$ cat src/rtl/fifo_reader_pkg.sv
// Shared constants and types for the FIFO reader.
// With FIFO_READER_BLKCNT_EN defined, the reader also counts completed blocks.
package fifo_reader_pkg;

  // Default FIFO word width: one end-of-block flag on top of a 32-bit payload.
  localparam int WORD_WIDTH_DEF = 33;
  localparam int LAST_BIT       = WORD_WIDTH_DEF - 1;
  localparam int BLKCNT_WIDTH   = 16;

  // Buffer occupancy, legal values 0..2.
  typedef logic [1:0] occ_t;

  localparam occ_t OCC_EMPTY = 2'd0;
  localparam occ_t OCC_ONE   = 2'd1;
  localparam occ_t OCC_FULL  = 2'd2;

  // Words the reader is already committed to holding once this cycle's
  // downstream transfer is taken out: buffered plus in-flight minus leaving.
  // A transfer is only possible with a non-empty buffer, so no underflow.
  function automatic logic [2:0] committed_words(input occ_t occ,
                                                 input logic inflight,
                                                 input logic xfer);
    committed_words = {1'b0, occ} + {2'b00, inflight} - {2'b00, xfer};
  endfunction

endpackage

$ cat src/rtl/fifo_reader_skid_buf2.sv
// Two-entry in-order buffer between the FIFO read port and the downstream
// handshake. The head entry drives the outputs directly from flops.
module skid_buf2
  import fifo_reader_pkg::*;
#(
  parameter int DATA_W = WORD_WIDTH_DEF - 1
) (
  input  logic              clk,
  input  logic              rst_n,
  input  logic              push_i,
  input  logic [DATA_W-1:0] push_data_i,
  input  logic              push_last_i,
  input  logic              pop_i,
  output logic              valid_o,
  output logic [DATA_W-1:0] data_o,
  output logic              last_o,
  output occ_t              occ_o
);

  logic [DATA_W-1:0] hd_data_q, hd_data_d;
  logic              hd_last_q, hd_last_d;
  logic [DATA_W-1:0] tl_data_q, tl_data_d;
  logic              tl_last_q, tl_last_d;
  occ_t              occ_q, occ_d;
  logic              valid_q, valid_d;

  // Next-state for head/tail entries and occupancy; the tail only ever
  // refills the head, so FIFO order is preserved.
  always_comb begin
    hd_data_d = hd_data_q;
    hd_last_d = hd_last_q;
    tl_data_d = tl_data_q;
    tl_last_d = tl_last_q;
    occ_d     = occ_q;
    unique case ({push_i, pop_i})
      2'b10: begin
        if (occ_q == OCC_EMPTY) begin
          hd_data_d = push_data_i;
          hd_last_d = push_last_i;
          occ_d     = OCC_ONE;
        end else begin
          tl_data_d = push_data_i;
          tl_last_d = push_last_i;
          occ_d     = OCC_FULL;
        end
      end
      2'b01: begin
        if (occ_q == OCC_FULL) begin
          hd_data_d = tl_data_q;
          hd_last_d = tl_last_q;
          occ_d     = OCC_ONE;
        end else begin
          occ_d = OCC_EMPTY;
        end
      end
      2'b11: begin
        // Occupancy unchanged: the pushed word takes the vacated slot.
        if (occ_q == OCC_FULL) begin
          hd_data_d = tl_data_q;
          hd_last_d = tl_last_q;
          tl_data_d = push_data_i;
          tl_last_d = push_last_i;
        end else begin
          hd_data_d = push_data_i;
          hd_last_d = push_last_i;
        end
      end
      default: ;
    endcase
    valid_d = (occ_d != OCC_EMPTY);
  end

  // Storage and occupancy registers; everything clears on reset so a
  // discarded stream leaves no trace on the outputs.
  always_ff @(posedge clk) begin
    if (!rst_n) begin
      hd_data_q <= '0;
      hd_last_q <= 1'b0;
      tl_data_q <= '0;
      tl_last_q <= 1'b0;
      occ_q     <= OCC_EMPTY;
      valid_q   <= 1'b0;
    end else begin
      hd_data_q <= hd_data_d;
      hd_last_q <= hd_last_d;
      tl_data_q <= tl_data_d;
      tl_last_q <= tl_last_d;
      occ_q     <= occ_d;
      valid_q   <= valid_d;
    end
  end

  assign valid_o = valid_q;
  assign data_o  = hd_data_q;
  assign last_o  = hd_last_q;
  assign occ_o   = occ_q;

endmodule

$ cat src/rtl/fifo_reader.sv
// Pops words from a registered-flag FIFO (1-cycle read latency) and presents
// them on a valid/ready stream with full throughput and no word loss.
// Optional feature macro: FIFO_READER_BLKCNT_EN adds the blk_cnt output.
module fifo_reader
  import fifo_reader_pkg::*;
#(
  parameter int WORD_WIDTH = WORD_WIDTH_DEF
) (
  input  logic                    clk,
  input  logic                    rst_n,
  input  logic                    fifo_empty,
  output logic                    fifo_rd,
  input  logic [WORD_WIDTH-1:0]   fifo_rd_data,
  output logic                    out_valid,
  input  logic                    out_ready,
  output logic [WORD_WIDTH-2:0]   out_data,
`ifdef FIFO_READER_BLKCNT_EN
  output logic [BLKCNT_WIDTH-1:0] blk_cnt,
`endif
  output logic                    out_last
);

  logic inflight_q, inflight_d;
  logic xfer;
  occ_t occ;

  assign xfer = out_valid & out_ready;

  // Pop issue: only when the FIFO has data and the buffer is guaranteed a
  // free slot when the word lands next cycle. Held low during reset so the
  // first pop comes no earlier than the first cycle out of reset.
  always_comb begin
    fifo_rd    = 1'b0;
    inflight_d = 1'b0;
    if (rst_n && !fifo_empty && (committed_words(occ, inflight_q, xfer) < 3'd2)) begin
      fifo_rd = 1'b1;
    end
    inflight_d = fifo_rd;
  end

  // In-flight flag: a pop accepted this cycle delivers its word next cycle,
  // and that word is captured unconditionally.
  always_ff @(posedge clk) begin
    if (!rst_n) begin
      inflight_q <= 1'b0;
    end else begin
      inflight_q <= inflight_d;
    end
  end

  skid_buf2 #(
    .DATA_W (WORD_WIDTH - 1)
  ) u_buf (
    .clk         (clk),
    .rst_n       (rst_n),
    .push_i      (inflight_q),
    .push_data_i (fifo_rd_data[WORD_WIDTH-2:0]),
    .push_last_i (fifo_rd_data[WORD_WIDTH-1]),
    .pop_i       (xfer),
    .valid_o     (out_valid),
    .data_o      (out_data),
    .last_o      (out_last),
    .occ_o       (occ)
  );

`ifdef FIFO_READER_BLKCNT_EN
  logic [BLKCNT_WIDTH-1:0] blk_cnt_q, blk_cnt_d;

  // Completed-block counter: one per transferred end-of-block word, wrapping.
  always_comb begin
    blk_cnt_d = blk_cnt_q;
    if (xfer && out_last) begin
      blk_cnt_d = blk_cnt_q + 1'b1;
    end
  end

  // Block counter register.
  always_ff @(posedge clk) begin
    if (!rst_n) begin
      blk_cnt_q <= '0;
    end else begin
      blk_cnt_q <= blk_cnt_d;
    end
  end

  assign blk_cnt = blk_cnt_q;
`endif

endmodule

$ cat config.mk
export PLATFORM = sky130hd
export DESIGN_NAME = fifo_reader
export DESIGN_NICKNAME = d
export VERILOG_FILES = /design/src/rtl/fifo_reader_pkg.sv /design/src/rtl/fifo_reader_skid_buf2.sv /design/src/rtl/fifo_reader.sv
export SDC_FILE = /design/constraint.sdc
export NUM_CORES = 1
export LEC_CHECK = 0
export BUFFER_PORTS_ARGS = -buffer_cell sky130_fd_sc_hd__buf_2
export CORE_AREA = 3 3 91 93
export DETAILED_ROUTE_END_ITERATION = 12
export DIE_AREA = 0 0 94 96
export HOLD_SLACK_MARGIN = 0.12
export PLACE_DENSITY = 0.85
export SYNTH_ARGS = -nofsm -noshare
export SYNTH_HDL_FRONTEND = slang
export SYNTH_HIERARCHICAL = 1
export SYNTH_SLANG_ARGS = --single-unit
$ cat constraint.sdc
create_clock -name clk -period 1.9 [get_ports clk]
set_clock_uncertainty 0.15 [all_clocks]
set_input_delay 0.095 -clock clk [delete_from_list [all_inputs] [get_ports clk]]
set_output_delay 0.095 -clock clk [all_outputs]
set_load 0.005 [all_outputs]
Word level (Yosys, flattened, before mapping) --
Index checks and enable logic that the tools add are counted.
Word-level totals: register bits after elaboration 70, input port bits 37, output and inout port bits 35, logic and storage cells 46
Operators by class: add/subtract/negate cells 2, $lt $le $gt $ge 1, eq/ne operators 8, mux-type cells 18, bitwise operators 1, reductions and logical operators 9
Operators by type and width (number):
- 32-bit two-way mux | 5
- 32-bit case mux with 3 select lines | 1
- 32-bit case mux with 2 select lines | 1
- 1-bit two-way mux | 7
- 2-bit == test, second input constant | 3
- 2-bit by 1-bit inequality test with 1-bit output, second input constant | 3
- 3-bit AND reduction | 2
- 2-bit case mux with 2 select lines | 1
- 2-bit nonzero test | 2
- 2-bit by 1-bit adder with 3-bit output | 1
- 3-bit by 2-bit less-than comparator with 1-bit output, second input constant | 1
- 1-bit case mux with 3 select lines | 1
- 3-bit nonzero test | 1
- 3-bit by 1-bit subtractor with 3-bit output | 1
- 2-bit by 1-bit == test with 1-bit output, second input constant | 1
- 1-bit logical AND | 2
- 2-bit logical NOT | 1
- 2-bit two-way mux | 1
- 2-bit inequality test, second input constant | 1
- 1-bit case mux with 2 select lines | 1
- 1-bit AND | 1
- 1-bit logical NOT | 1

Logic depth before layout (Yosys ltp) --
Gate-level depths: netlist of run 1.
depth after elaboration 5, depth in mapped cells 8, gate-level depth less buffers 6

Cells and area by module --
Netlist of run 1, hierarchy kept.
By module, submodules not included:
- skid_buf2 | instances 1, cells an instance 387, area an instance 3647.2 µm², seq. area each 1381.3 µm²
- fifo_reader | instances 1, cells an instance 10, area an instance 91.3 µm², seq. area each 20.0 µm²

Worst setup path after synthesis of run 1 --
Ideal clock, no wire load.
path kind reg-to-reg, start point register u_buf.valid_q, in the netlist u_buf/valid_o, end point register u_buf.hd_data_q[10], in the netlist u_buf/data_o[10], setup time 0.147 ns, arrival time 1.745 ns, data required time 1.603 ns, setup slack -0.142 ns, stages on the path, launching flop included 8, buffers on the path 1, period minus slack after synthesis 2.042 ns, path through dfxtp_1 -> and2_1 -> inv_1 -> ha_1 -> nor4b_4 -> a21o_2 -> clkbuf_8 -> a311oi_2
Between the ends: cells in the longest elaborated chain, start to end 4, elaborated cells on any way between the ends 9, classes of those cells eq/ne: 5; mux: 1; bitwise: 1; reduce/logical: 2
Ends and longest elaborated chain:
- start, declared | line fifo_reader_skid_buf2.sv:25 | logic valid_q, valid_d;
- start signal, assigned | line fifo_reader_skid_buf2.sv:89 | valid_q <= valid_d;
- 1-bit AND (*) | line fifo_reader.sv:27 | assign xfer = out_valid & out_ready;
- named net xfer | line fifo_reader.sv:24 | logic xfer;
- 2-bit by 1-bit == test with 1-bit output / 2-bit == test (equally long branches) | line fifo_reader_skid_buf2.sv:35 | unique case ({push_i, pop_i})
- 2-bit by 1-bit inequality test with 1-bit output (no source line) / 3-bit nonzero test (equally long branches)
- 3-bit AND reduction (no source line)
- end signal, assigned | line fifo_reader_skid_buf2.sv:84 | hd_data_q <= hd_data_d;
- end, declared | line fifo_reader_skid_buf2.sv:20 | logic [DATA_W-1:0] hd_data_q, hd_data_d;
Mark *: on every way through the listed nets, which the timed path passes. The rest lies on a longest branch. A chain may end at the register's enable or synchronous reset.

Worst setup path after layout of run 1 --
start point register u_buf.valid_q, in the netlist u_buf/valid_o, end point register u_buf.hd_data_q[23], in the netlist u_buf/data_o[23]
Same word-level chain as after synthesis.

==> results.md, run 1 <==
- Status: finished with violations
- Failing checks: negative hold slack, negative setup slack
- Antenna-violating nets left: 0
- Chip Height: between 90 and 100 microns
- Core area: around 7600 sq um
- Routed length per instance: approximately 25 microns
- Hold buffers post-CTS: 34
- CTS tree: yes
- Syn_area_per_cell: roughly 9.4 sq um
- Global-route wire length before repair: approximately 22000 microns
- WS Path Type: reg2reg
- Initial antenna violation count: 0
- R2R Path End: u_buf/data_o[23]
- R2r setup slk: -0.39 ns
- Clock-pin slew on the worst setup and hold paths: around 0.080 ns
- GRT overflow: 0
- Async set-reset flop share out of synthesis: 0%
- Worst skew pair latency: 0.34 ns
- Fin nets: between 500 and 600
- Pwr Density: around 670 nW/um^2
- Final Cycle Share: 120%
- FF/Latch Area: 1400 sq um
- Detailed Place HPWL: 6840 microns
- Placer Congestion: 0.838
- Pins Over Slew Limit: 0
- WHS Path Cells: 2
- Site Rows: 32
- PortBufs: between 70 and 80
- Fin. Hold Viols: 4
- Final instance area: approximately 5600 sq um
- Largest net degree at the start of global routing: 67
- Cells after synthesis: between 300 and 400
- Drt pass-1 iters: 6
- WHS Endpoint: u_buf/occ_o[0]
- Ys Warns: 6
- Share of cells above drive strength 1: between 40% and 50%
- Fillcell total: ~470
- Ant. Diodes: 0
- HP Class: in2reg
- Synthesized area: approximately 3700 sq um
- Placement Setup Slack: -0.0996 ns
- Rel. slew slack: between 50 and 60%
- EDFF count, synth: 0
- Fin worst setup slack: -0.386 ns
- Ys flop type: dfxtp_1
- CP Data Arrival Time: ~2.4 ns
- Pleak: 2.07 nW
- Total GRT Usage: between 30 and 40%
- Crit. End Element: flop
- Post-Route WL: roughly 16000 microns
- Yosys cell types: 35
- # DRC: 0
- R2R depth: 10
- Minimum clock period: approximately 2.3 ns
- Hold Crit Start: rst_n
- Area Growth Syn to Fin: 49.4%
- Fmax: about 440 MHz
- Die Wd: 94 microns
- CTS Root Buffer Type: clkbuf_8
- I/O pin count: about 70
- Max clock buf depth: 2
- CTS Buf Count: 9
- Worst slew pin tran: around 0.72 ns
- Worst vdd ir: 0.394 mV
- Unrepaired setup endpoints after global routing: true
- Max-cap viol count: 0
- Vias in the first global route: roughly 4100
- Utilization after layout: about three quarters
- CTS sink cnt: 70
- Die area: 9020 sq um
- H-tree levels: 3
- Placed cell area: 4210 sq um
- Drt first-iter violations: between 800 and 900
- Initial core utilization: 49.1%
- Vias per inst: about 7.2
- Max FO, Critical Path: 7
- Net count after synthesis: 440
- Multi-input logic area: between 2000 and 2500 sq um
- Vias: 4511
- Final setup vio count: 67
- Worst Hold Slack: -0.0952 ns
- Reg2reg start: u_buf/valid_o
- Worst EP required: between 1.5 and 2 ns
- Startpoint Class: flop
- Seq/Total Area, Yosys: 37.5%
- Number of synthesized register bits: 70
-- worst max-delay path by stage --
stage	startpoint	end	slack, ns	depth (start not counted)
2_1_floorplan	u_buf/valid_o	u_buf/data_o[10]	0.000005	7
5_1_grt	u_buf/valid_o	u_buf/data_o[23]	-0.48	12
3_5_place_dp	inflight_q	u_buf/data_o[9]	-0.1	6
4_1_cts	u_buf/valid_o	fifo_rd	-0.43	7
6_report	u_buf/valid_o	u_buf/data_o[23]	-0.39	10
3_3_place_gp	u_buf/valid_o	fifo_rd	-0.08	7
-- cell families (layout without fill, tap and decap cells) --
kind of cell / Yosys count / after routing / synth area share (%)
mux: 1 / 1 / 0.268
fa+ha+maj: 6 / 6 / 2.21
buf+inv: 62 / 191 / 9.17
simple gates: 53 / 53 / 8.07
xor+xnor: 1 / 1 / 0.234
compound gates: 204 / 204 / 42.6
flops: 70 / 70 / 37.5
-- worst max-delay path, stage by stage (launching register included) --
cell and delay [ns]:
dfxtp_2 0.33, and2_4 0.15, buf_4 0.10, buf_6 0.10
ha_2 0.21, buf_4 0.16, and3b_2 0.26, buf_12 0.12
buf_6 0.12, o21ai_1 0.10, a311oi_2 0.36
-- what timing repair did --
| action | in CTS | in global routing |
|---|---|---|
| buffers inserted | 16 | 11 |
| setup endpoints to repair | 54 | 70 |
| gates cloned | 12 | 3 |
| pin swaps | 18 | 40 |
| hold endpoints to repair | 70 | 4 |
| resized for setup | 74 | 55 |
-- metrics by stage --
step / power [mW] / hold slack [ns] / std cells / TNS (ns)
finish: 3.76 / -0.0952 / 628 / -16.14
global route: 3.85 / -0.0880 / 628 / -21.03
detailed placement: 2.25 / 0.133 / 545 / -2.65
CTS: 3.64 / -0.118 / 622 / -13.35
floorplan: 2.02 / 0.0231 / 397 / 0
global placement: 2.23 / 0.128 / 545 / -0.244
-- Yosys cell counts, drive strengths merged, types with 2 or more instances --
| cell type | count | share of area [%] |
|---|---|---|
| a211oi | 33 | 6.6 |
| a311oi | 33 | 13 |
| nor2 | 4 | 0.47 |
| dfxtp | 70 | 37 |
| and2 | 3 | 0.50 |
| inv | 5 | 0.50 |
| o211ai | 33 | 6.6 |
| buf | 15 | 3.6 |
| nor3 | 2 | 0.27 |
| o31ai | 33 | 6.6 |
| a21oi | 34 | 4.6 |
| ha | 5 | 1.7 |
| clkbuf | 42 | 5.0 |
| nand2b | 3 | 0.50 |
| nand3 | 33 | 4.4 |
| o21ai | 36 | 4.9 |
-- where the power goes --
group	internal (mW)	total [mW]	switching [mW]	leakage, nW
clock	0.632	1.21	0.577	0.0952
combinational	0.457	0.934	0.476	1.40
sequential	1.55	1.61	0.0627	0.572
-- layout by cell type, fill, tap and decap left out, types with 2 or more instances in the layout --
master / instances
clkinv_2: 2
o21ai_0: 15
o31ai_2: 6
a211oi_4: 2
clkbuf_16: 2
a21oi_1: 34
nand3_1: 33
clkbuf_8: 10
o211ai_1: 33
buf_12: 10
o31ai_1: 26
ha_2: 3
dfxtp_2: 2
a311oi_2: 33
nor2_2: 2
and2_4: 2
inv_1: 3
dfxtp_1: 68
buf_8: 6
a211oi_2: 18
nand2b_1: 2
ha_4: 2
buf_4: 20
buf_2: 71
buf_6: 23
dlygate4sd3_1: 34
buf_16: 5
a211oi_1: 13
o21ai_1: 20
-- per-layer routing --
| metal | track usage, % | wire [microns] | vias up |
|---|---|---|---|
| met2 | 50.1 | 7270 | 445 |
| met5 | 0 | 0 | - |
| met4 | 11.9 | 1010 | 0 |
| met1 | 39.2 | 5600 | 2117 |
| met3 | 5.79 | 1850 | 133 |
| li1 | - | - | 1816 |
-- area by class of cell --
class / instances / area share [%]
timing repair buffer: 171 / 28.3
clock buffer: 11 / 2.53
clock inverter: 4 / 0.851
tap: 102 / 2.29
multi-input combinational: 265 / 40.5
inverter: 5 / 0.381
sequential: 70 / 25.1
-- sequential cells by signal, indices dropped and copies added, names as in the netlist --
register         cells
u_buf/data_o        32
u_buf/tl_data_q     32
u_buf/occ_o          2
inflight_q           1
u_buf/last_o         1
u_buf/tl_last_q      1
u_buf/valid_o        1
No activity file was read; power rests on OpenSTA's default activity.
==> inputs of run 2 (changes only) <==
Settings changed: ABC_AREA from default to 1, CORE_AREA 3 3 91 93 to 3 3 86 88, DIE_AREA 0 0 94 96 to 0 0 89 91, PLACE_DENSITY 0.85 to 0.76.
==> run 2 against run 1 <==
Net effect:
- the flow finishes with violations (negative setup slack)
- sequential share of layout area grew 7.8 points
- cell count grew 11%
- clock power fell by 9.9%
- first-iteration DRC count fell by 77%
- sequential power rose by 41%
- setup slack better by 0.18 ns
- total power increased by 54%
- worst hold slack better by 0.43 ns
- global-route usage decreased by 10 points
==> results.md, run 2 <==
- Share of cells above drive strength 1: 18.2% (was 44.7%)
- PortBufs: 71 (unchanged)
- Yosys cell types: 17 (was 35)
- Reg2reg start: u_buf/valid_o (unchanged)
- Ys flop type: dfxtp_1 (unchanged)
- Worst EP required: 1.65 ns (was 1.99 ns)
- Crit-path slowest cell: fa_2 (was a311oi_2)
- Fmax: 474 MHz (was 437 MHz)
- Synth area leaders: dfxtp_1 (43%), nand2_1 (17%), nor2_1 (16%) (was dfxtp_1 (37%), a311oi_2 (12%), a211oi_1 (6.6%))
- Global-route wire length before repair: 13000 microns (was 21600 microns)
- CTS Root Buffer Type: clkbuf_8 (unchanged)
- Pleak: 2.17 nW (was 2.07 nW)
- Pwr Density: 1360 nW/um^2 (was 673 nW/um^2)
- Fillcell total: 611 (was 471)
- HP Class: reg2reg (was in2reg)
- Status: finished with violations (unchanged)
- Clock-pin slew on the worst setup and hold paths: 0.07 ns (was 0.08 ns)
- Unrepaired setup endpoints after global routing: true (unchanged)
- P_int: 3.58 mW (was 2.64 mW)
- Initial core utilization: 48.1% (was 49.1%)
- Largest net degree at the start of global routing: 67 (unchanged)
- Site Rows: 30 (was 32)
- Share of the synthesized area in the top cell type: 43.3% (was 37.5%)
- H-tree levels: 3 (unchanged)
- CP Data Arrival Time: 1.86 ns (was 2.37 ns)
- Largest delay share family, worst path: adder cells (was buffers and inverters)
- Vias per inst: 4.66 (was 7.18)
- Sequential Power Share: 39.2% (was 43.0%)
- Vias: 3233 (was 4511)
- R2R depth: 11 (was 10)
- Ys Warns: 6 (unchanged)
- GRT overflow: 0 (unchanged)
- Crit path buf inv count: 3 (was 5)
- R2r setup slk: 0.11 ns (was -0.39 ns)
- Total power: 5.79 mW (was 3.76 mW)
- Detailed Place HPWL: 4770 microns (was 6840 microns)
- Placer Congestion: 0.758 (was 0.838)
- Ant. Diodes: 0 (unchanged)
- Sw power: 2.22 mW (was 1.12 mW)
- Share of power burned in the clock network: 18.8% (was 32.2%)
- CP Depth: 9 (was 10)
- Rel. slew slack: 76.9% (was 51.7%)
- Total GRT Usage: 20.0% (was 30.3%)
- Synth area leader: dfxtp_1 (unchanged)
- Die area: 8100 sq um (was 9020 sq um)
- Comb pwr share: 42.0% (was 24.9%)
- Startpoint Class: flop (unchanged)
- Most frequent cell after synthesis: nand2_1 (was dfxtp_1)
- Core area: 6720 sq um (was 7610 sq um)
- Worst skew pair latency: 0.34 ns (about the same)
- CTS sink cnt: 70 (unchanged)
- Area Growth Syn to Fin: 31.6% (was 49.4%)
- R2R Path End: u_buf/data_o[5] (was u_buf/data_o[23])
- Fin worst setup slack: -0.208 ns (was -0.386 ns)
- Most frequent cell on the critical path: nand2_2
- Max FO, Critical Path: 2 (was 7)
- Worst vdd ir: 0.801 mV (was 0.394 mV)
- Net count after synthesis: 553 (was 440)
- Final Cycle Share: 111% (was 120%)
- Seq/Total Area, Yosys: 43.3% (was 37.5%)
- Crit. End Element: primary output (was flop)
- Fin nets: 652 (was 565)
- Multi-input logic area: 1560 sq um (was 2260 sq um)
- Final setup vio count: 1 (was 67)
- Fin. Hold Viols: 0 (was 4)
- Critical-path cell list: nand2_2 -> inv_4 -> ha_4 -> inv_2 -> nand2_2 -> fa_2 -> nand3_2 -> nor2_2 -> buf_2 (was and2_4 -> buf_4 -> buf_6 -> ha_2 -> buf_4 -> and3b_2 -> buf_12 -> buf_6 -> o21ai_1 -> a311oi_2)
- Chip Height: 91 microns (was 96 microns)
- EDFF count, synth: 0 (unchanged)
- # DRC: 0 (unchanged)
- Number of synthesized register bits: 70 (unchanged)
- Drt pass-1 iters: 7 (was 6)
- Synthesized area: 3230 sq um (was 3740 sq um)
- Commonest non-fill, non-tap cell in the layout: nand2_1 (was buf_2)
- Die Wd: 89 microns (was 94 microns)
- Async set-reset flop share out of synthesis: 0% (unchanged)
- Post-Route WL: 7630 microns (was 15700 microns)
- Worst setup path end: fifo_rd (was u_buf/data_o[23])
- CP max stage delay: 0.53 ns (was 0.36 ns)
- CTS Buf Count: 9 (unchanged)
- Failing checks: negative setup slack (was negative hold slack, negative setup slack)
- Most frequent cells in the layout: nand2_1 (141), nor2_1 (134), buf_2 (71), dfxtp_1 (69), inv_1 (45) (was buf_2 (71), dfxtp_1 (68), dlygate4sd3_1 (34), a21oi_1 (34))
- Routed length per instance: 11.0 microns (was 25.0 microns)
- Syn_area_per_cell: 6.34 sq um (was 9.42 sq um)
- Cells after synthesis: 510 (was 397)
- Minimum clock period: 2.11 ns (was 2.29 ns)
- I/O pin count: 72 (unchanged)
- Drt first-iter violations: 187 (was 817)
- Max-cap viol count: 0 (unchanged)
- Pins Over Slew Limit: 0 (unchanged)
- Vias in the first global route: 2908 (was 4059)
- Sw Ratio: 38.3% (was 29.7%)
- Most frequent cells after synthesis: nand2_1 (145), nor2_1 (135), dfxtp_1 (70) (was dfxtp_1 (70), clkbuf_1 (39), o21ai_0 (35))
- FF/Latch Area: 1400 sq um (about the same)
- Antenna-violating nets left: 0 (unchanged)
- Max clock buf depth: 2 (unchanged)
- CTS tree: yes (unchanged)
- Initial antenna violation count: 0 (unchanged)
- Worst slew pin tran: 0.346 ns (was 0.724 ns)
- Worst Hold Slack: 0.337 ns (was -0.0952 ns)
- CP startpoint: u_buf/valid_o (unchanged)
- WS Path Type: reg2out (was reg2reg)
[run 2: worst min-delay path by stage]
stage	startpoint	endpoint	slack, ns	depth (start not counted)
floorplan	fifo_rd_data[10]	u_buf/tl_data_q[10]	0.09	2
global placement	fifo_rd_data[2]	u_buf/tl_data_q[2]	0.20	3
detailed placement	fifo_rd_data[27]	u_buf/tl_data_q[27]	0.20	3
CTS	out_ready	inflight_q	0.30	7
global route	u_buf/tl_last_q	u_buf/tl_last_q	0.35	2
finish	u_buf/tl_data_q[17]	u_buf/tl_data_q[17]	0.34	2
[run 2: tightest hold or removal path: cells and delay by family (launching register included)]
kind / cells / cell delay [ns]
flip-flops: 1 / 0.33
AND/OR/NAND/NOR: 2 / 0.13
[run 2: cell type report]
| type | instances | share of cell area, % |
|---|---|---|
| multi-input combinational | 362 | 36.7 |
| sequential | 70 | 33.0 |
| timing repair buffer | 117 | 19.4 |
| inverter | 49 | 4.44 |
| clock buffer | 13 | 3.73 |
| tap | 80 | 2.35 |
| clock inverter | 3 | 0.441 |
[run 2: cell families after synthesis]
group	count (synthesis)	synth area share, %
compound gates	39	6.11
fa+ha+maj	6	2.55
buf+inv	78	9.59
flops	70	43.3
simple gates	317	38.4
[run 2: power groups by stage]
stage | registers (mW) | clock network [mW] | logic (mW)
3_5_place_dp | 2.30 | 0 | 2.31
2_1_floorplan | 2.31 | 0 | 1.58
5_1_grt | 2.33 | 1.18 | 2.83
6_report | 2.27 | 1.09 | 2.43
4_1_cts | 2.28 | 1.12 | 2.42
3_3_place_gp | 2.28 | 0 | 2.25
[run 2: metrics by stage]
| step | util, % | setup slack (ns) | cell area, sq um | TNS, ns | instances |
|---|---|---|---|---|---|
| after floorplan | - | 0.178 | 3230 | 0 | 510 |
| after global placement | 54.8 | 0.0764 | 3680 | 0 | 642 |
| after detailed placement | 54.8 | -0.00914 | 3680 | -0.00914 | 642 |
| after CTS | 63.1 | -0.255 | 4240 | -0.255 | 694 |
| after global routing | 63.3 | -0.293 | 4260 | -0.535 | 694 |
| final | 63.3 | -0.208 | 4260 | -0.208 | 694 |
[run 2: routing by layer]
metal | GRT usage, % | wire length, microns | vias to the layer above
met1 | 25.9 | 3420 | 1406
met3 | 3.63 | 381 | 6
li1 | - | - | 1737
met4 | 8.44 | 84 | 0
met2 | 32.3 | 3750 | 84
met5 | 0 | 0 | -
[run 2: repair_timing]
item	in CTS	in global routing
pin swaps	5	1
hold buffers	35	0
gates resized for setup	8	6
setup buffers	1	0
setup endpoints to repair	1	49
endpoints found under the hold margin	70	0
==> inputs of run 3 (changes only) <==
Settings changed: MAX_ROUTING_LAYER from default to met4, REMOVE_ABC_BUFFERS from default to 1.
==> run 3 against run 2 <==
Net effect:
- the flow still finishes with violations (negative setup slack)
- total power is 5.9% higher
- largest cell class unchanged
- design area rose by 2.6%
- sequential power is essentially flat
==> results.md, run 3 (synthesis results as in run 2) <==
- Worst vdd ir: 0.714 mV (was 0.801 mV)
- Status: finished with violations (unchanged)
- Vias per inst: 4.64 (was 4.66)
- Pwr Density: 1410 nW/um^2 (was 1360 nW/um^2)
- Pins Over Slew Limit: 0 (unchanged)
- Detailed Place HPWL: 4710 microns (was 4770 microns)
- WS Path Type: reg2out (unchanged)
- Worst EP required: 1.65 ns (about the same)
- Max-cap viol count: 0 (unchanged)
- Critical-path cell list: nand2_2 -> inv_2 -> ha_4 -> inv_2 -> nand2_2 -> fa_1 -> nand3_2 -> nor2_1 -> buf_2 (was nand2_2 -> inv_4 -> ha_4 -> inv_2 -> nand2_2 -> fa_2 -> nand3_2 -> nor2_2 -> buf_2)
- GRT overflow: 0 (unchanged)
- Fin nets: 660 (was 652)
- CP Data Arrival Time: 1.91 ns (was 1.86 ns)
- Final instance area: 4370 sq um (was 4260 sq um)
- CTS Root Buffer Type: clkbuf_8 (unchanged)
- Ant. Diodes: 0 (unchanged)
- Max clock buf depth: 2 (unchanged)
- GR Util met2: 31.9% (was 32.3%)
- Unrepaired setup endpoints after global routing: true (unchanged)
- Drt pass-1 iters: 4 (was 7)
- Fin Setup TNS: -0.257 ns (was -0.208 ns)
- Fin worst setup slack: -0.255 ns (was -0.208 ns)
- Total GRT Usage: 20.1% (was 20.0%)
- H-tree levels: 3 (unchanged)
- Placed cell area: 3700 sq um (was 3680 sq um)
- Final setup vio count: 2 (was 1)
- Crit-path slowest cell: fa_1 (was fa_2)
- Minimum clock period: 2.15 ns (was 2.11 ns)
- Chip Height: 91 microns (unchanged)
- Die area: 8100 sq um (unchanged)
- Startpoint Class: flop (unchanged)
- Crit. End Element: primary output (unchanged)
- Max FO, Critical Path: 2 (unchanged)
- Drt first-iter violations: 142 (was 187)
- Worst Hold Slack: 0.296 ns (was 0.337 ns)
- # DRC: 0 (unchanged)
- Rel. slew slack: 53.0% (was 76.9%)
- Vias in the first global route: 2871 (was 2908)
- Placer Congestion: 0.764 (was 0.758)
- Area Growth Syn to Fin: 35.0% (was 31.6%)
- Clock-pin slew on the worst setup and hold paths: 0.07 ns (about the same)
- Commonest non-fill, non-tap cell in the layout: nand2_1 (unchanged)
- CTS Buf Count: 9 (unchanged)
- Share of cells above drive strength 1: 17.8% (was 18.2%)
- GR Layer Usage met3: 3.81% (was 3.63%)
- Global-route wire length before repair: 12800 microns (was 13000 microns)
- Grt met1 use: 25.4% (was 25.9%)
- Die Wd: 89 microns (unchanged)
- Site Rows: 30 (unchanged)
- Worst slew pin tran: 0.702 ns (was 0.346 ns)
- Initial core utilization: 48.1% (unchanged)
- Largest net degree at the start of global routing: 55 (was 67)
- HP Class: in2reg (was reg2reg)
- Core area: 6720 sq um (unchanged)
- Vias: 3257 (was 3233)
- Gr busiest metal: met2 (unchanged)
- Pleak: 2.22 nW (was 2.17 nW)
- Initial antenna violation count: 0 (unchanged)
- Failing checks: negative setup slack (unchanged)
- Final Cycle Share: 113% (was 111%)
- Fmax: 464 MHz (was 474 MHz)
- CP max stage delay: 0.53 ns (about the same)
- Fin. Hold Viols: 0 (unchanged)
- Most frequent cells in the layout: nand2_1 (143), nor2_1 (135), buf_2 (71), dfxtp_1 (69), inv_1 (45) (was nand2_1 (141), nor2_1 (134), buf_2 (71), dfxtp_1 (69), inv_1 (45))
- Worst skew pair latency: 0.34 ns (about the same)
- Routed length per instance: 11.0 microns (about the same)
- PortBufs: 71 (unchanged)
- CTS tree: yes (unchanged)
- R2r setup slk: 0 ns (was 0.11 ns)
- CTS sink cnt: 70 (unchanged)
- I/O pin count: 72 (unchanged)
- Post-Route WL: 7730 microns (was 7630 microns)
- Antenna-violating nets left: 0 (unchanged)
## run 3: cell count changes in the layout (fill, tap and decap cells not counted), moves of 2 or more
cell           previous run  this run
dlygate4sd3_1            35        39
nand2_2                   5         3
inv_4                     2         0
nand2_1                 141       143
clkbuf_8                 11         9
buf_4                     8        12
bufinv_16                 0         3
## run 3: per-layer routing
layer | vias up | wire length (microns) | share of wire (%)
li1 | 1753 | - | -
met5 | - | 0 | 0
met1 | 1413 | 3620 | 47
met4 | 0 | 125 | 1.6
met3 | 10 | 326 | 4.2
met2 | 81 | 3660 | 47
## run 3: stage by stage
stage | total power, mW | instances | utilization, % | setup WS (ns)
2_1_floorplan | 3.82 | 481 | - | -0.705
3_3_place_gp | 4.54 | 645 | 55.1 | 0.0913
3_5_place_dp | 4.62 | 645 | 55.1 | -0.0260
4_1_cts | 6.12 | 697 | 63.9 | -0.303
5_1_grt | 6.66 | 702 | 65.0 | -0.392
6_report | 6.14 | 702 | 65.0 | -0.255
## run 3: area by class of cell
cell class	instances	area [sq um]
Timing Repair Buffer	125	896
Fill cell	592	2350
Inverter	49	189
Sequential cell	70	1400
Clock buffer	12	135
Tap cell	80	100
Clock inverter	4	95.1
Multi-Input combinational cell	362	1550
## run 3: report_power, final
group | switching [mW] | internal [mW] | leakage (nW)
Combinational | 1.39 | 1.05 | 1.53
Clock | 0.549 | 0.872 | 0.115
Sequential | 0.275 | 2.01 | 0.575
Total | 2.21 | 3.93 | 2.22
## run 3: repair_timing
item | in CTS | in global routing
buffers inserted | 1 | 1
endpoints found under the setup margin | 32 | 27
gates resized for setup | 2 | 8
pin swaps | 2 | 5
hold buffers | 35 | 4
hold endpoints to repair | 67 | 10
## run 3: critical path, delay by kind of cell (launching register included)
kind	cells	cell delay (ns)
flops	1	0.34
simple gates	4	0.28
fa+ha+maj	2	0.73
buf+inv	3	0.23
## run 3: worst paths after layout
check                        endpoint                 from  cells after the start
setup / recovery              fifo_rd        u_buf/valid_o                      9
hold / removal             inflight_q            out_ready                      8
setup reg to reg           inflight_q        u_buf/valid_o                     10
hold reg to reg   u_buf/tl_data_q[10]  u_buf/tl_data_q[10]                      2
